==> src/rtl/ahb_pkg.sv <==
// Shared AHB types for the round-robin bus arbiter: HTRANS encoding, arbiter state, widths.
package ahb_pkg;

    typedef enum logic [1:0] {
        IDLE   = 2'd0,
        BUSY   = 2'd1,
        NONSEQ = 2'd2,
        SEQ    = 2'd3
    } HTRANS_state;

    typedef enum logic {
        ARB_IDLE = 1'b0,
        ARB_OWN  = 1'b1
    } arb_state_e;

    localparam int unsigned IDX_W  = 2;
    localparam int unsigned HOLD_W = 8;

    // A beat that moves data (counts toward the hold budget and validates the data phase).
    function automatic logic htrans_active(HTRANS_state t);
        return (t == NONSEQ) || (t == SEQ);
    endfunction

endpackage

==> src/rtl/rr_pick.sv <==
// Combinational round-robin picker: first requester at or after start_i, wrapping modulo N.
module rr_pick
    import ahb_pkg::*;
#(
    parameter int unsigned N = 3
) (
    input  logic [N-1:0]     req_i,
    input  logic [IDX_W-1:0] start_i,
    output logic [N-1:0]     winner_o,
    output logic [IDX_W-1:0] idx_o,
    output logic             found_o
);

    // Outer loop is the round-robin distance, so the nearest requester wins.
    always_comb begin
        winner_o = '0;
        idx_o    = '0;
        found_o  = 1'b0;
        for (int unsigned k = 0; k < N; k++) begin
            for (int unsigned i = 0; i < N; i++) begin
                if (!found_o && req_i[i] && (((32'(start_i) + k) % N) == i)) begin
                    found_o     = 1'b1;
                    winner_o[i] = 1'b1;
                    idx_o       = IDX_W'(i);
                end
            end
        end
    end

endmodule

==> src/rtl/ahb_rr_arbiter.sv <==
// AHB round-robin bus arbiter with hold budget, locked sequences and data-phase owner tracking.
module ahb_rr_arbiter
    import ahb_pkg::*;
#(
    parameter int unsigned N_MASTERS = 3,
    parameter int unsigned MAX_HOLD  = 16
) (
    input  logic                      HCLK,
    input  logic                      HRESETn,
    input  logic [N_MASTERS-1:0]      master_req,
    input  logic [N_MASTERS-1:0]      master_lock,
    input  logic [N_MASTERS-1:0][1:0] master_htrans,
    input  logic                      HREADY,
    output logic [N_MASTERS-1:0]      grant,
    output logic [1:0]                hmaster,
    output logic [1:0]                hmaster_data,
    output logic                      data_valid,
    output logic                      hmastlock
);

    localparam logic [HOLD_W-1:0] HOLD_MAX = HOLD_W'(MAX_HOLD - 1);
    localparam logic [IDX_W-1:0]  LAST_IDX = IDX_W'(N_MASTERS - 1);

    arb_state_e            state_q, state_d;
    logic [N_MASTERS-1:0]  grant_q, grant_d;
    logic [IDX_W-1:0]      hmaster_q, hmaster_d;
    logic [IDX_W-1:0]      hmaster_data_q, hmaster_data_d;
    logic [IDX_W-1:0]      last_owner_q, last_owner_d;
    logic [HOLD_W-1:0]     hold_q, hold_d;
    logic                  data_valid_q, data_valid_d;

    logic                  own_req;
    logic                  own_lock;
    HTRANS_state           own_htrans;
    logic                  other_req;
    logic                  release_c;
    logic                  force_c;
    logic [IDX_W-1:0]      rr_base;
    logic [IDX_W-1:0]      rr_start;
    logic [N_MASTERS-1:0]  pick_onehot;
    logic [IDX_W-1:0]      pick_idx;
    logic                  pick_found;

    // Only the current owner's request, lock and HTRANS influence arbitration.
    always_comb begin
        own_req    = 1'b0;
        own_lock   = 1'b0;
        own_htrans = IDLE;
        for (int unsigned i = 0; i < N_MASTERS; i++) begin
            if (hmaster_q == IDX_W'(i)) begin
                own_req    = master_req[i];
                own_lock   = master_lock[i];
                own_htrans = HTRANS_state'(master_htrans[i]);
            end
        end
    end

    assign other_req = |(master_req & ~grant_q);
    assign release_c = !own_req && (own_htrans == IDLE);
    assign force_c   = (hold_q == HOLD_MAX) && !own_lock && other_req &&
                       ((own_htrans == IDLE) || (own_htrans == NONSEQ));

    // Search starts just past the owner, or past the previous owner when the bus is idle.
    assign rr_base  = (state_q == ARB_OWN) ? hmaster_q : last_owner_q;
    assign rr_start = (rr_base == LAST_IDX) ? '0 : rr_base + IDX_W'(1);

    rr_pick #(.N(N_MASTERS)) u_pick (
        .req_i    (master_req),
        .start_i  (rr_start),
        .winner_o (pick_onehot),
        .idx_o    (pick_idx),
        .found_o  (pick_found)
    );

    always_comb begin
        state_d        = state_q;
        grant_d        = grant_q;
        hmaster_d      = hmaster_q;
        hmaster_data_d = hmaster_data_q;
        last_owner_d   = last_owner_q;
        hold_d         = hold_q;
        data_valid_d   = data_valid_q;

        if (HREADY) begin
            hmaster_data_d = hmaster_q;
            data_valid_d   = (state_q == ARB_OWN) && htrans_active(own_htrans);

            if (state_q == ARB_IDLE || release_c || force_c) begin
                if (pick_found) begin
                    state_d      = ARB_OWN;
                    grant_d      = pick_onehot;
                    hmaster_d    = pick_idx;
                    last_owner_d = pick_idx;
                    hold_d       = '0;
                end else begin
                    state_d = ARB_IDLE;
                    grant_d = '0;
                    hold_d  = '0;
                end
            end else if (htrans_active(own_htrans) && (hold_q != HOLD_MAX)) begin
                hold_d = hold_q + HOLD_W'(1);
            end
        end
    end

    always_ff @(posedge HCLK or negedge HRESETn) begin
        if (!HRESETn) begin
            state_q        <= ARB_IDLE;
            grant_q        <= '0;
            hmaster_q      <= '0;
            hmaster_data_q <= '0;
            last_owner_q   <= LAST_IDX;
            hold_q         <= '0;
            data_valid_q   <= 1'b0;
        end else begin
            state_q        <= state_d;
            grant_q        <= grant_d;
            hmaster_q      <= hmaster_d;
            hmaster_data_q <= hmaster_data_d;
            last_owner_q   <= last_owner_d;
            hold_q         <= hold_d;
            data_valid_q   <= data_valid_d;
        end
    end

    assign grant        = grant_q;
    assign hmaster      = hmaster_q;
    assign hmaster_data = hmaster_data_q;
    assign data_valid   = data_valid_q;
    // Lock follows the owner's live request so a dropped lock frees the bus at the next beat.
    assign hmastlock    = (state_q == ARB_OWN) && own_lock;

endmodule

==> config.mk <==
export PLATFORM = sky130hd
export DESIGN_NAME = ahb_rr_arbiter
export DESIGN_NICKNAME = d
export VERILOG_FILES = /design/src/rtl/ahb_pkg.sv /design/src/rtl/rr_pick.sv /design/src/rtl/ahb_rr_arbiter.sv
export SDC_FILE = /design/constraint.sdc
export NUM_CORES = 1
export LEC_CHECK = 0
export ABC_AREA = 1
export BUFFER_PORTS_ARGS = -buffer_cell sky130_fd_sc_hd__buf_2
export CAP_MARGIN = 15
export CORE_ASPECT_RATIO = 1.75
export CORE_MARGIN = 3
export CORE_UTILIZATION = 30
export CTS_CLUSTER_DIAMETER = 40
export DETAILED_ROUTE_END_ITERATION = 8
export GPL_TIMING_DRIVEN = 1
export MAX_ROUTING_LAYER = met4
export PLACE_DENSITY_LB_ADDON = 0.05
export SLEW_MARGIN = 20
export SYNTH_ARGS = -nofsm -noshare
export SYNTH_HDL_FRONTEND = slang
export SYNTH_SLANG_ARGS = --single-unit
==> constraint.sdc <==
create_clock -name HCLK -period 1.8 [get_ports HCLK]
set_input_delay 0.27 -clock HCLK [delete_from_list [all_inputs] [get_ports HCLK]]
set_output_delay 0.27 -clock HCLK [all_outputs]
set_load 0.05 [all_outputs]
==> results.md <==
* Antenna-violating nets left at 0
* Max Buffers Root-to-Sink at 2
* Die Span Y at 91.5 um
* CTS Buf Count at 3
* Total track usage at 14.6%
* CP most frequent cell: nand2_1
* Post-synth EDFFs at 0
* Final Hold Vio Count at 0
* Hold slack at 0.379 ns
* Final #Nets at 222
* Ys async rst share at 100%
* Worst EP arrival at 1.84 ns
* GP Congestion at 0.744
* Synth cell types at 27
* Core area at 3940 um2
* Final period util at around 95%
* Yosys reg bits at 18
* Crit path kind: reg2reg
* Final WL at 3.25 mm
* Peak supply drop at 0.752 mV
* Ports at 24
* Clock Latency Late Sink at 0.25 ns
* Filler cells at 422
* Hold path startpoint: HREADY
* TritonCTS clock tree: built
* R2R depth at 11
* GR Overflow Total at 0
* Worst R2R End: hmaster[0]$_DFFE_PN0P_
* Total power at 2500 uW
* Multi-input logic area at 747 um2
* Worst Hold Class: in2reg
* Unrepaired setup endpoints after global routing: yes
* Synthesized area per cell at 7.32 um2
* Synth top area cells: dfrtp_1 (34%), nand2_1 (12%), inv_1 (7.5%), nand3_1 (6.4%), nor2_1 (6.0%)
* Sink Count at 18
* Post-DP HPWL at 2.62 mm
* PwrDens at 1530 nW/um2
* Fin crit period at around 1.7 ns
* Cell taking the most area after synthesis: dfrtp_1
* CTS H-tree lvls at 1
* Pre-antenna DRT Iters at 4
* Port Buffer Count at 23
* Share of the synthesized area in the top cell type at 34.0%
* Setup crit start kind: flip-flop
* Max-slew violations at 0
* Worst reg2reg path startpoint: hmaster[1]$_DFFE_PN0P_
* Slew of the pin with the lowest slew margin at ~0.42 ns
* Clock slew seen by the registers of the worst setup and hold paths at 0.07 ns
* Die Wd at 54.8 um
* DR iter-0 viols at 16
* Starting density of the core at 31.8%
* Full die area at 5020 um2
* Wire per inst at 12.8 um
* Vias per inst at 4.77
* Row count at 30
* Final Util at 41.6%
* Register area at 454 um2
* Vias in the first global route at about 1,200
* Hold depth at 2
* Bufs and invs on worst path at 2
* Post-synth top flop: dfrtp_1
* Via Count at 1,207
* Cell Area, Placed at 1420 um2
* Status: finished, final reports clean
* Hold EP: hmaster_data[0]$_DFFE_PN0P_
* Largest stage delay, worst path at roughly 0.45 ns
* Max-slew headroom at 72.0%
* CP top delay family: simple AND/OR/NAND/NOR gates
* Crit end category: flip-flop
* Post-Synthesis Cells at ~170
* CP max stage cell: dfrtp_2
* Setup slack, reg-to-reg at about 0.093 ns
* Fmax at 586 MHz
* Lkg Pwr at about 0.00082 uW
* Initial antenna violation count at 0
* CP Data Required Time at 1.94 ns
* Area Overhead vs Synth at 30.8%
* Crit path max fanout at 8
* Drt drc at 0
* Crit-path cells: buf_12, o21ai_0, nand2_1, o21ai_4, nand3b_4, nand3_4, nand2_8, inv_6, nand2_2, nand3_1, nand2_1
* Seq/Total Area, Yosys at 36.1%
* Max-cap check violation count at 0
* Pin count of the biggest net entering global routing at 19
* Syn Nets at roughly 190
* Setup Viol. Count Final at 0
* Skew final at approximately 0.0015 ns
* Synth Cell Area at 1250 um2
* CTS root buf: clkbuf_8
* Design area at 1640 um2
* Ys Warns at 0
* Ant diodes at 0
* Setup_tns at 0 ns
* Share of cells above drive strength 1 at 35.1%
* First-pass GRT wire length at between 5 and 6 mm
## through the flow
step | setup WS [ns] | cells
after global routing | -0.00872 | 253
after detailed placement | -0.0184 | 243
after CTS | 0.0240 | 248
after global placement | 0.0548 | 243
final | 0.0935 | 253
after floorplan | 0.0997 | 171
## how the worst max path moves through the flow
stage / from / end / slack (ns) / cells past startpoint
floorplan: grant[2]$_DFFE_PN0P_ / hold_q[3]$_DFFE_PN0P_ / 0.1 / 12
global placement: hold_q[0]$_DFFE_PN0P_ / hmaster[0]$_DFFE_PN0P_ / 0.05 / 12
detailed placement: hold_q[1]$_DFFE_PN0P_ / hmaster[0]$_DFFE_PN0P_ / -0.02 / 12
CTS: hold_q[0]$_DFFE_PN0P_ / hmaster[0]$_DFFE_PN0P_ / 0.02 / 12
global route: hold_q[1]$_DFFE_PN0P_ / hmaster[0]$_DFFE_PN0P_ / -0.009 / 10
finish: hmaster[1]$_DFFE_PN0P_ / hmaster[0]$_DFFE_PN0P_ / 0.09 / 11
## area by class of cell
cell class / count / area share [%]
multi-input cells: 122 / 45.6
clock buffers: 4 / 3.36
flip-flops and latches: 18 / 27.7
well taps: 48 / 3.67
repair buffers: 33 / 12.9
inverters: 28 / 6.72
## cell usage in the layout, fill, tap and decap left out, types with 4 or more instances in the layout
| cell | count |
|---|---|
| nand3_1 | 12 |
| buf_2 | 22 |
| nand4_1 | 9 |
| dfrtp_1 | 15 |
| o21ai_2 | 5 |
| o21ai_0 | 6 |
| buf_4 | 8 |
| clkbuf_8 | 4 |
| nand3_2 | 5 |
| nor2_1 | 15 |
| inv_1 | 24 |
| nand2_2 | 5 |
| xor2_1 | 5 |
| nor2_2 | 4 |
| nand2_1 | 38 |
## cell families (layout without fill, tap and decap cells)
| logic type | Yosys count | after routing | synth area share [%] |
|---|---|---|---|
| AOI/OAI and AO/OA | 17 | 17 | 8.99 |
| and+or+nand+nor | 99 | 99 | 39.2 |
| DFF | 18 | 18 | 36.1 |
| xor gates and xnor gates | 5 | 5 | 3.50 |
| adders and majority gates | 1 | 1 | 0.999 |
| buffers and inverters | 31 | 65 | 11.3 |
## cell usage after synthesis (2+ instances only)
| cell | number |
|---|---|
| inv_1 | 25 |
| nand2_2 | 2 |
| nand4_1 | 9 |
| nor2_1 | 20 |
| nand3_1 | 16 |
| o21ai_2 | 6 |
| xor2_1 | 5 |
| inv_2 | 3 |
| a21oi_1 | 3 |
| dfrtp_1 | 17 |
| nand2_4 | 2 |
| nand2_1 | 41 |
| o21ai_0 | 6 |
| nor3_1 | 3 |
## where the power goes
| part | internal [uW] | switching [uW] | leakage, uW |
|---|---|---|---|
| Sequential | 528 | 112 | 0.000230 |
| Clock | 194 | 137 | 0.0000288 |
| Combinational | 513 | 1020 | 0.000559 |
## sequential cells by signal (all words and copies together), names as in the netlist
signal,flops
hold_q,8
data_valid,1
hmaster,2
last_owner_q,1
grant,3
hmaster_data,2
state_q,1
## layer usage
metal	track usage (%)	share of wire, %	vias up
met2	26.1	57	32
met1	14.4	37	549
met5	-	0	-
li1	-	-	617
met4	6.86	2.6	0
met3	1.97	3.4	9
## repair_timing
action,4_1_cts,5_1_grt
pin swaps,0,8
setup buffers,0,5
resized for setup,3,23
endpoints found under the hold margin,17,0
hold buffers,1,0
endpoints found under the setup margin,3,16
No activity file was read; power rests on OpenSTA's default activity.
